[config.mk]
export PLATFORM = sky130hd
export DESIGN_NAME = scntr_capcmp_c
export DESIGN_NICKNAME = d
export VERILOG_FILES = /design/src/rtl/scntr_capcmp_c.sv
export SDC_FILE = /design/constraint.sdc
export NUM_CORES = 1
export LEC_CHECK = 0
export ABC_AREA = 0
export BUFFER_PORTS_ARGS = -buffer_cell sky130_fd_sc_hd__buf_4
export CAP_MARGIN = 20
export CORE_MARGIN = 1.5
export CORE_UTILIZATION = 35
export DETAILED_ROUTE_END_ITERATION = 16
export HOLD_SLACK_MARGIN = 0.02
export PLACE_DENSITY = 0.54
export SETUP_SLACK_MARGIN = 0.4
export SLEW_MARGIN = 10
export SYNTH_ARGS = -nofsm -noshare
export SYNTH_HDL_FRONTEND = slang
export SYNTH_SLANG_ARGS = --single-unit
[constraint.sdc]
create_clock -name CLK -period 3.7 [get_ports CLK]
set_input_delay 0.185 -clock CLK [delete_from_list [all_inputs] [get_ports CLK]]
set_output_delay 0.185 -clock CLK [all_outputs]
set_load 0.01 [all_outputs]
[src/rtl/scntr_capcmp_c.sv]
// Capture/compare companion for an external counter: wrap counting, triggered capture with IRQ handshake, and compare-match pulse.
// Define SCNTR_CAPCMP_CAPT_SYNC_EN to pass CAPT through a two-flop synchronizer before edge detection.
module scntr_capcmp_c #(
    parameter int N = 8,
    parameter int W = 4
) (
    input  logic         CLK,
    input  logic         CLR,
    input  logic [N-1:0] Q,
    input  logic         COUT,
    input  logic [N-1:0] CMPV,
    input  logic         CMPLD,
    input  logic         ARM,
    input  logic         CAPT,
    input  logic         ACK,
    output logic         MATCH,
    output logic [N-1:0] CAPV,
    output logic [W-1:0] CAPW,
    output logic         IRQ,
    output logic         LOST,
    output logic         WSAT,
    output logic         BUSY
);

    localparam logic [1:0] S_IDLE     = 2'd0;
    localparam logic [1:0] S_ARMED    = 2'd1;
    localparam logic [1:0] S_CAPTURED = 2'd2;

    function automatic logic [W-1:0] sat_inc(input logic [W-1:0] v);
        if (v == {W{1'b1}})
            return v;
        return v + {{(W-1){1'b0}}, 1'b1};
    endfunction

    logic [1:0]   state;
    logic [W-1:0] wcnt;
    logic [W-1:0] wcnt_inc;
    logic         wcnt_max;
    logic         capt_edge;
    logic [N-1:0] cmp_reg;
    logic         eq_p0;
    logic         eq_p1;
    logic         cmpld_p1;

    // Stage p0 -> p1: CAPT edge detection (optionally behind a synchronizer)
`ifdef SCNTR_CAPCMP_CAPT_SYNC_EN
    logic capt_s1;
    logic capt_s2;
    logic capt_p1;

    always_ff @(posedge CLK or negedge CLR) begin
        if (!CLR) begin
            capt_s1 <= 1'b0;
            capt_s2 <= 1'b0;
            capt_p1 <= 1'b0;
        end else begin
            capt_s1 <= CAPT;
            capt_s2 <= capt_s1;
            capt_p1 <= capt_s2;
        end
    end

    assign capt_edge = capt_s2 & ~capt_p1;
`else
    logic capt_p1;

    always_ff @(posedge CLK or negedge CLR) begin
        if (!CLR)
            capt_p1 <= 1'b0;
        else
            capt_p1 <= CAPT;
    end

    assign capt_edge = CAPT & ~capt_p1;
`endif

    assign wcnt_inc = sat_inc(wcnt);
    assign wcnt_max = (wcnt == {W{1'b1}});

    always_ff @(posedge CLK or negedge CLR) begin
        if (!CLR) begin
            state <= S_IDLE;
            wcnt  <= '0;
            CAPV  <= '0;
            CAPW  <= '0;
            LOST  <= 1'b0;
            WSAT  <= 1'b0;
        end else begin
            case (state)
                S_IDLE: begin
                    if (ARM) begin
                        state <= S_ARMED;
                        wcnt  <= '0;
                        WSAT  <= 1'b0;
                        LOST  <= 1'b0;
                    end
                end
                S_ARMED: begin
                    if (COUT) begin
                        wcnt <= wcnt_inc;
                        if (wcnt_max)
                            WSAT <= 1'b1;
                    end
                    // A wrap coinciding with the trigger is counted in the captured value
                    if (capt_edge) begin
                        CAPV  <= Q;
                        CAPW  <= COUT ? wcnt_inc : wcnt;
                        state <= S_CAPTURED;
                    end
                end
                S_CAPTURED: begin
                    if (capt_edge)
                        LOST <= 1'b1;
                    if (ACK)
                        state <= S_IDLE;
                end
                default: state <= S_IDLE;
            endcase
        end
    end

    assign IRQ  = (state == S_CAPTURED);
    assign BUSY = (state == S_ARMED);

    // Stage p0 -> p1: compare, pulse only on a fresh equality or a fresh compare load
    assign eq_p0 = (Q == cmp_reg);

    always_ff @(posedge CLK or negedge CLR) begin
        if (!CLR) begin
            cmp_reg  <= '0;
            eq_p1    <= 1'b0;
            cmpld_p1 <= 1'b0;
            MATCH    <= 1'b0;
        end else begin
            if (CMPLD)
                cmp_reg <= CMPV;
            eq_p1    <= eq_p0;
            cmpld_p1 <= CMPLD;
            MATCH    <= eq_p0 & (~eq_p1 | cmpld_p1);
        end
    end

endmodule

## Word-level counts from Yosys, hierarchy flattened

Cells that the tools add are included.

- Register bits after elaboration: 32
- Bits in latches: 0
- Memory bits (writable): 0
- Memory bits (read-only): 0
- Input port bits: 23
- Output and inout port bits: 17
- Logic and storage cells: 51
- Memories kept: 0

- Add/sub/neg operators: 1
- Multiply operators: 0
- Div/mod/pow operators: 0
- Magnitude comparators: 0
- Equal/unequal tests: 10
- Shift operators: 0
- Mux-type cells: 16
- Bitwise logic cells: 5
- Reduce and logical (&&, ||, !) cells: 8

Operators with widths:

| cell | number |
|---|---|
| $mux 4 | 4 |
| $eq 8x8->1 | 1 |
| $pmux 4 s2 | 1 |
| $mux 2 | 3 |
| $ne 2x1->1 const B | 3 |
| $ne 2x2->1 const B | 3 |
| $pmux 2 s3 | 1 |
| $reduce_and 3->1 | 2 |
| $mux 1 | 5 |
| $add 4x1->4 const B | 1 |
| $eq 4x4->1 const B | 1 |
| $pmux 1 s2 | 2 |
| $reduce_and 2->1 | 2 |
| $reduce_and 4->1 | 1 |
| $reduce_bool 2->1 | 2 |
| $and 1x1->1 | 2 |
| $eq 2x1->1 const B | 1 |
| $eq 2x2->1 const B | 1 |
| $logic_not 2->1 | 1 |
| $not 1->1 | 2 |
| $or 1x1->1 | 1 |

## Depth between registers and ports, before layout

Gate-level depths: netlist of the first run.

- Depth after elaboration: 5
- Mapped depth: 5
- Mapped depth without buffers: 4

## Worst setup path after synthesis of the first run

No wires, ideal clock.

- Path type: register to register
- Start: register wcnt[0]
- End: register CAPW[0]
- Arrival: 1267 ps
- Required time: 3618 ps
- Path slack: 2351 ps
- Cell stages (with the launch flop): 5
- Path buffers: 0
- Period minus slack after synthesis: 1349 ps
- Cells stage by stage: dfrtp_1 ha_1 and3_4 or3_1 a31oi_1

- Word-level cells in the longest chain between the ends: 4
- Elaborated cells between the ends (all ways): 6
- Classes of those cells: add/sub (1); eq/ne (1); mux (4)

RTL lines:

| element | line | RTL |
|---|---|---|
| from (decl) | 36 | `logic [W-1:0] wcnt;` |
| from (signal assigned) | 100 | `wcnt <= wcnt_inc;` |
| branches (longest 3 deep; another with $add 4x1->4) | n/a |  |
| $mux 4 * | n/a |  |
| to (signal assigned) | 107 | `CAPW <= COUT ? wcnt_inc : wcnt;` |
| to (decl) | 18 | `output logic [W-1:0] CAPW,` |

Every way passes the cells marked *. The select of a mux whose other input is x is not followed.
A chain may end at the register's enable or synchronous reset.

## Final worst setup path of the first run

- Start: register state[0]
- End: register CAPW[1]

- Word-level cells in the longest chain between the ends: 2

RTL lines:

| element | line | RTL |
|---|---|---|
| from (decl) | 35 | `logic [1:0] state;` |
| from (signal assigned) | 82 | `state <= S_IDLE;` |
| from (signal assigned) | 92 | `state <= S_ARMED;` |
| from (signal assigned) | 108 | `state <= S_CAPTURED;` |
| $eq 2x1->1 | 89 | `case (state)` |
| $reduce_and 2->1 (no line) | n/a |  |

No other way between the ends.

==> metrics.txt, run 1 <==
status=finished clean; Total GRT Usage=~16%; Clock Pin Slew Worst Setup and Hold Paths=60 ps; synthesized area per cell=10.6 µm²; Worst Path Max Fanout=14; total gr overflow=0; period utilization=40.6%; Rows=23; min-delay worst type=input pin to register; CTS Root Cell=clkbuf_8; Setup crit start kind=register; Setup-failing EPs final=0; Reg2Reg Depth=3; Leak=just under 0.9 nW; Placeable Area=~4000 µm²; Layout area overhead=31.1%; vias post-DR=between 1k and 1.5k; H-tree depth=2; post-layout minimum cycle time=approximately 1500 ps; layout cell share with drive strength beyond 1=32.6%; vias in the first global route=1,169; setup slack, reg-to-reg=about 2200 ps; first-pass GRT wire length=5290 µm; dpl hpwl=2250 µm; count of different cell masters after synthesis=34; Worst Tran Pin Value=425 ps; port bufs=39; skew final=3.29 ps; count of final max-slew check failures=0; Peak supply drop=0.270 mV; # nets final=204; wire per inst=13.6 µm; area of the multi-input gates=601 µm²; # fillers=368; sequential area share after synthesis=55.4%; critical path class=register to register; Max-slew headroom=71.3%; net count after synthesis=161; number of vias per cell=4.92; # diodes=0; WP data required=3870 ps; drt total wl=approximately 3100 µm; hold buffers post-CTS=1; DRC Markers=0; setup ws final=2200 ps; Max Freq=666 MHz; Initial DRC Count=47; total CTS buffers=5; GPL Wtd Cong=0.726; RR Startpoint=state[0]; maxcap violations=0; Placement Setup Slack=2210 ps; drt first pass iters=4; Final Instance Area=1900 µm²; Yosys Warn Count=0; WHS Endpoint=capt_p1; clock tree sinks=32; end of the worst register-to-register path=CAPW[1]; worst hold path startpoint=CAPT; worst hold margin=44.2 ps; CTS tree=done; hold depth=1; Cell Area, Placed=1780 µm²; Ports=40; initial antenna violation count=0; Seq. cell area=801 µm²; largest net degree at the start of global routing=33; Seq cells post-synth=32; cell area power density=about 630 nW/µm²; Post-Syn Area=between 1000 and 1500 µm²; height of the chip=67.3 µm; RSZ-0062 raised after global routing=no; Final Hold Fails=0; clk buf depth=2; Setup Total Neg Slack=0 ps; DRT antenna net count=0; Crit path arrival time=1670 ps; Starting Density=~36%; post_cts resized=0; Die Width=67.3 µm; die area=4530 µm²; final core utilization=47.4%; Post-Syn Instances=roughly 140; Post-CTS Setup Bufs=0; crit end category=register; Worst-Skew Late Latency=280 ps
-- area by class of cell --
class | instances | area share, %
flip-flops and latches | 32 | 42.2
repair buffers | 40 | 16.0
clock buffers | 6 | 3.83
multi-input cells | 95 | 31.7
clock inverters | 2 | 1.85
well taps | 50 | 3.30
inverters | 6 | 1.19
-- cells in the mapped netlist --
cell type	instances	area, µm²
nand4bb_2	1	16.3
a31oi_1	5	31.3
o21bai_1	1	7.51
and3_4	1	11.3
o211ai_1	1	7.51
nand3b_1	1	7.51
mux2i_1	1	10.0
xnor2_1	8	70.1
o31ai_1	2	15.0
inv_1	5	18.8
a311o_1	1	10.0
nor2b_1	2	12.5
nand2_1	30	113
ha_1	1	12.5
and3_2	1	7.51
nor3b_1	2	15.0
mux2_2	8	90.1
and4bb_2	1	12.5
or3_1	1	6.26
o22a_1	1	8.76
dfrtp_1	32	801
nor3_1	2	10.0
inv_2	1	3.75
and2_1	1	6.26
a21oi_1	3	15.0
buf_4	1	7.51
or2b_1	1	7.51
o311ai_0	1	8.76
nand4_1	3	18.8
nand2b_1	2	12.5
nand3_1	1	5.00
buf_2	3	15.0
nor2_1	6	22.5
o21ai_0	6	30.0
-- power breakdown --
group          switching [mW]  total, mW  internal [mW]
Sequential             0.0823      0.523          0.441
Combinational           0.161      0.338          0.178
Clock                   0.127      0.326          0.200
Total                   0.370       1.19          0.818
-- worst max-delay path by stage --
stage,endpoint,from,depth (start not counted)
global route,CAPW[1],state[0],3
finish,CAPW[1],state[0],3
CTS,wcnt[0],wcnt[0],4
global placement,CAPW[1],state[0],3
detailed placement,CAPW[1],state[0],3
floorplan,CAPW[0],wcnt[0],4
-- cell usage in the layout, fill, tap and decap left out, types with 5 or more instances in the layout --
master / synthesis / layout
a31oi_1: 5 / 5
buf_4: 1 / 39
nand2_1: 30 / 30
mux2_2: 8 / 8
nor2_1: 6 / 6
o21ai_0: 6 / 6
xnor2_1: 8 / 8
clkbuf_8: 0 / 5
inv_1: 5 / 5
dfrtp_1: 32 / 32
-- layer usage --
layer	routed length, µm	GRT usage [%]
met1	1380	19.6
met2	1480	25.7
met3	210	4.83
met4	69	6.89
met5	0	0
-- through the flow --
stage               power (mW)  cells
floorplan                0.695    137
global placement         0.859    222
detailed placement       0.872    222
CTS                       1.21    231
global route              1.27    231
finish                    1.19    231
-- worst max-delay path, stage by stage, from the launching register on --
cell	delay (ps)
dfrtp_1	600
nand4bb_2	410
a31oi_1	280
a21oi_1	90
-- logic make-up (layout without fill, tap and decap cells) --
group                      Yosys count  after routing  share of synthesized area [%]
and+or+nand+nor                     56             56                           19.6
DFF                                 32             32                           55.4
AOI/OAI and AO/OA                   21             21                           9.26
buffers and inverters               10             54                           3.11
muxes                                9              9                           6.92
xor gates and xnor gates             8              8                           4.84
adders and majority gates            1              1                          0.865
Note: power is estimated with default switching activity, not from simulation.
==> inputs of run 2 (changes only) <==
- clock period: 3.7 -> 1.4 ns (I/O delays scaled with it)
==> run 2 against run 1 <==
- utilization rose by 14 points
- register-to-register slack got worse by 2100 ps
- fmax increased by 17%
- combinational power grew to 4.5 times the previous value
- critical endpoint is now CAPW[0]
- largest cell class is now multi-input gates
- highest routed layer unchanged
==> metrics.txt, run 2 (synthesis gave the netlist of run 1 again) <==
status=finished clean (unchanged); # nets final=239 (was 204); cell area power density=1460 nW/µm² (was 626 nW/µm²); Critical Path Start=wcnt[1] (was state[0]); Final Hold Fails=0 (unchanged); Worst-Skew Late Latency=290 ps (was 280 ps); GPL Wtd Cong=0.793 (was 0.726); Ports=40 (unchanged); commonest non-fill, non-tap cell in the layout=buf_4 (unchanged); crit end category=register (unchanged); setup ws final=112 ps (was 2200 ps); period utilization=92.0% (was 40.6%); Rows=23 (unchanged); Starting Density=36.2% (unchanged); number of vias per cell=4.82 (was 4.92); Peak supply drop=0.757 mV (was 0.270 mV); # fillers=317 (was 368); vias post-DR=1,278 (was 1,137); skew final=5.80 ps (was 3.29 ps); maxcap violations=0 (unchanged); Layout area overhead=70.2% (was 31.1%); Placeable Area=4000 µm² (unchanged); CTS Root Cell=clkbuf_8 (unchanged); Leak=1.11 nW (was 0.895 nW); Setup crit start kind=register (unchanged); DRC Markers=0 (unchanged); Max Freq=777 MHz (was 666 MHz); total CTS buffers=5 (unchanged); wire per inst=14.7 µm (was 13.6 µm); Crit path arrival time=1500 ps (was 1670 ps); RSZ-0062 raised after global routing=yes (was no); Max-slew headroom=73.0% (was 71.3%); critical path class=register to register (unchanged); clock tree sinks=32 (unchanged); drt total wl=3900 µm (was 3150 µm); largest net degree at the start of global routing=33 (unchanged); WP data required=1610 ps (was 3870 ps); DRT antenna net count=0 (unchanged); first-pass GRT wire length=6060 µm (was 5290 µm); total gr overflow=0 (unchanged); CTS tree=done (unchanged); worst hold margin=22.0 ps (was 44.2 ps); highest-count cells in the layout ignoring fill and taps=buf_4, dfrtp_1, nand2_1, dlygate4sd3_1 (was buf_4, dfrtp_1, nand2_1); area of the multi-input gates=840 µm² (was 601 µm²); post-layout minimum cycle time=1290 ps (was 1500 ps); port bufs=39 (unchanged); RR Startpoint=wcnt[1] (was state[0]); H-tree depth=2 (unchanged); drt first pass iters=4 (unchanged); Die Width=67.3 µm (unchanged); # diodes=0 (unchanged); layout cell share with drive strength beyond 1=53.5% (was 32.6%); Initial DRC Count=25 (was 47); clk buf depth=2 (unchanged); Total GRT Usage=18.5% (was 15.9%); dpl hpwl=2370 µm (was 2250 µm); Placement Setup Slack=85.4 ps (was 2210 ps); met2 Use GR=30.4% (was 25.7%); Top Usage Layer GRT=met2 (unchanged); height of the chip=67.3 µm (unchanged); met3 Track Usage GR=4.50% (was 4.83%); Worst Tran Pin Value=405 ps (was 425 ps); count of final max-slew check failures=0 (unchanged); Setup Total Neg Slack=0 ps (unchanged); Setup-failing EPs final=0 (unchanged); vias in the first global route=1,302 (was 1,169); die area=4530 µm² (unchanged); met1 Use GR=22.7% (was 19.6%); Worst Path Max Fanout=5 (was 14); min-delay worst type=input pin to register (unchanged); Seq. cell area=806 µm² (was 801 µm²); worst hold path startpoint=CMPV[0] (was CAPT); initial antenna violation count=0 (unchanged); Clock Pin Slew Worst Setup and Hold Paths=60 ps (about the same)
==> run 2: changes by cell type in the layout (fill, tap and decap cells not counted), sizes merged <==
cell          before  now
dlygate4sd3        1   17
dlymetal6s4s       0    1
bufinv             1    0
buf               39   57
==> run 2: final timing paths <==
kind                              end  slack, ps  depth (start not counted)
min reg2reg                   CAPV[2]        480                          2
min                        cmp_reg[0]         20                          2
min in group asynchronous  cmp_reg[2]        250                          2
max in group asynchronous     wcnt[3]        840                          2
max                           CAPW[0]        110                          4
max reg2reg                   CAPW[0]        110                          4
==> run 2: worst max-delay path: stages, from the launching register on <==
cell	delay (ps)
dfrtp_2	430
ha_4	180
and3_4	160
or3_1	300
a31oi_1	130
==> run 2: layer usage <==
metal	vias up	share of wire, %	wire length (µm)
li1	625	-	-
met1	624	43	1660
met2	20	52	2010
met3	9	3.3	129
met4	0	2.5	99
met5	-	0	0
==> run 2: per-stage QoR <==
| stage | cell area (µm²) | std cells | utilization [%] | total power, mW |
|---|---|---|---|---|
| after detailed placement | 1850 | 228 | 46.2 | 2.41 |
| after CTS | 2250 | 260 | 56.3 | 3.34 |
| final | 2460 | 265 | 61.6 | 3.59 |
| after global placement | 1850 | 228 | 46.2 | 2.39 |
| after floorplan | 1480 | 137 | - | 1.88 |
| after global routing | 2460 | 265 | 61.6 | 3.83 |
==> run 2: layout make-up <==
class	count	area share (%)
multi-input cells	95	34.1
flip-flops and latches	32	32.7
repair buffers	75	26.5
clock buffers	6	2.95
well taps	50	2.54
inverters	6	1.02
clock inverters	1	0.203
==> run 2: report_power, final <==
part	internal, mW	leakage (nW)	switching (mW)
clock network	0.337	0.0410	0.325
logic	0.862	0.675	0.658
registers	1.17	0.394	0.238
total	2.37	1.11	1.22
==> run 2: timing repair <==
item | in CTS | in global routing
pin swaps | 24 | 15
endpoints found under the hold margin | 50 | 0
gates resized for setup | 28 | 36
endpoints found under the setup margin | 22 | 23
gates cloned | 0 | 0
hold buffers | 18 | 0
setup buffers | 7 | 5
==> inputs of run 3 (changes only) <==
- CORE_MARGIN: 1.5 -> 2
==> run 3 against run 2 <==
- utilization shrank 1.5 points
- clock power grew 32%
- worst hold slack gained 3.4 ps
- via count shrank 1.9%
- largest power group is now sequential cells
- clock skew shrank 3.0 ps
- total power grew 3.0%
- wire length shrank 6.8%
- critical path type unchanged
==> metrics.txt, run 3 (synthesis gave the netlist of run 1 again) <==
status=finished clean (unchanged); first-pass GRT wire length=5690 µm (was 6060 µm); vias post-DR=1,254 (was 1,278); drt total wl=3640 µm (was 3900 µm); DRC Markers=0 (unchanged); cell area power density=1540 nW/µm² (was 1460 nW/µm²); met1 Use GR=22.4% (was 22.7%); Layout area overhead=66.1% (was 70.2%); skew final=2.75 ps (was 5.80 ps); Worst Tran Pin Value=413 ps (was 405 ps); post-layout minimum cycle time=1280 ps (was 1290 ps); clock tree sinks=32 (unchanged); setup slack, reg-to-reg=120 ps (was 110 ps); dpl hpwl=2340 µm (was 2370 µm); total CTS buffers=5 (unchanged); initial antenna violation count=0 (unchanged); port bufs=39 (unchanged); RSZ-0062 raised after global routing=yes (unchanged); critical path class=register to register (unchanged); Placeable Area=4000 µm² (unchanged); GPL Wtd Cong=0.758 (was 0.793); Final Instance Area=2400 µm² (was 2460 µm²); met3 Track Usage GR=3.13% (was 4.50%); Top Usage Layer GRT=met2 (unchanged); crit end category=register (unchanged); Die Width=68.3 µm (was 67.3 µm); H-tree depth=2 (unchanged); CTS tree=done (unchanged); Peak supply drop=1.04 mV (was 0.757 mV); Pwr Total=3.70 mW (was 3.59 mW); Max Freq=780 MHz (was 777 MHz); vias in the first global route=1,244 (was 1,302); Worst Path Max Fanout=5 (unchanged); Cell Area, Placed=1840 µm² (was 1850 µm²); period utilization=91.6% (was 92.0%); Setup crit start kind=register (unchanged); Total GRT Usage=16.5% (was 18.5%); count of final max-slew check failures=0 (unchanged); Crit path arrival time=1480 ps (was 1500 ps); Worst-Skew Late Latency=280 ps (was 290 ps); layout cell share with drive strength beyond 1=49.8% (was 53.5%); highest-count cells in the layout ignoring fill and taps=buf_4, dfrtp_1, nand2_1 (was buf_4, dfrtp_1, nand2_1, dlygate4sd3_1); DRT antenna net count=0 (unchanged); total gr overflow=0 (unchanged); # diodes=0 (unchanged); met2 Use GR=26.5% (was 30.4%); maxcap violations=0 (unchanged); CTS Root Cell=clkbuf_8 (unchanged); # fillers=336 (was 317); Clock Pin Slew Worst Setup and Hold Paths=70 ps (was 60 ps); height of the chip=68.3 µm (was 67.3 µm); Leak=1.12 nW (was 1.11 nW); Rows=23 (unchanged); # nets final=236 (was 239); clk buf depth=2 (unchanged); drt first pass iters=4 (unchanged); wire per inst=13.8 µm (was 14.7 µm); WP data required=1600 ps (was 1610 ps); largest net degree at the start of global routing=33 (unchanged); number of vias per cell=4.77 (was 4.82); die area=4660 µm² (was 4530 µm²); Ports=40 (unchanged); Setup-failing EPs final=0 (unchanged); Max-slew headroom=72.5% (was 73.0%); Starting Density=36.2% (unchanged); Final Hold Fails=0 (unchanged); Setup Total Neg Slack=0 ps (unchanged); min-delay worst type=input pin to register (unchanged); Initial DRC Count=39 (was 25); commonest non-fill, non-tap cell in the layout=buf_4 (unchanged)
-- run 3: cell count changes in the layout (fill, tap and decap cells not counted), sizes merged --
cell / delta
and4bb: +1
buf: -2
bufinv: +1
clkbuf: -1
clkinvlp: +1
dlygate4sd3: -4
dlymetal6s4s: +2
-- run 3: stage by stage --
stage,util (%),hold slack [ps],setup slack (ps),std cells
floorplan,-,-226,149,137
global placement,46.0,37.1,123,227
detailed placement,46.0,32.9,74.7,227
CTS,55.8,20.2,114,260
global route,60.1,24.8,63.6,263
finish,60.1,25.5,118,263
-- run 3: path summary, 6_finish.rpt --
check	end	cells past startpoint	startpoint
worst min register to register	CAPW[2]	2	CAPW[2]
max in group asynchronous	wcnt[1]	2	CLR
min in group asynchronous	MATCH	2	CLR
worst max register to register	CAPW[0]	4	wcnt[1]
worst min-delay path	state[0]	2	CAPT
worst max-delay path	CAPW[0]	4	wcnt[1]
-- run 3: where the power goes --
group          switching (mW)  internal, mW
combinational           0.596         0.817
sequential              0.245          1.17
clock                   0.346         0.526
total                    1.19          2.51
-- run 3: area by class of cell --
cell class	count	area [µm²]	area share, %
clock buffer	5	68.8	2.86
clock inverter	3	42.5	1.77
inverter	6	22.5	0.938
multi-input combinational	96	774	32.2
sequential	32	805	33.5
tap	50	62.6	2.60
timing repair buffer	71	627	26.1
-- run 3: timing repair --
item                       CTS  global route
resized for setup           16            38
setup endpoints to repair   23            24
pin swaps                   11            22
hold endpoints to repair    47             0
cloned                       1             0
hold buffers                16             0
setup buffers                8             3
-- run 3: worst max-delay path: stages (launching register included) --
cell and delay [ps]:
dfrtp_2 430, ha_4 180, and3_4 160, or3_1 300
a31oi_1 130
-- run 3: routing by layer --
layer / vias up / routed length [µm]
met5: - / 0
met4: 0 / 40
met3: 4 / 146
met2: 31 / 1800
met1: 595 / 1650
li1: 624 / -
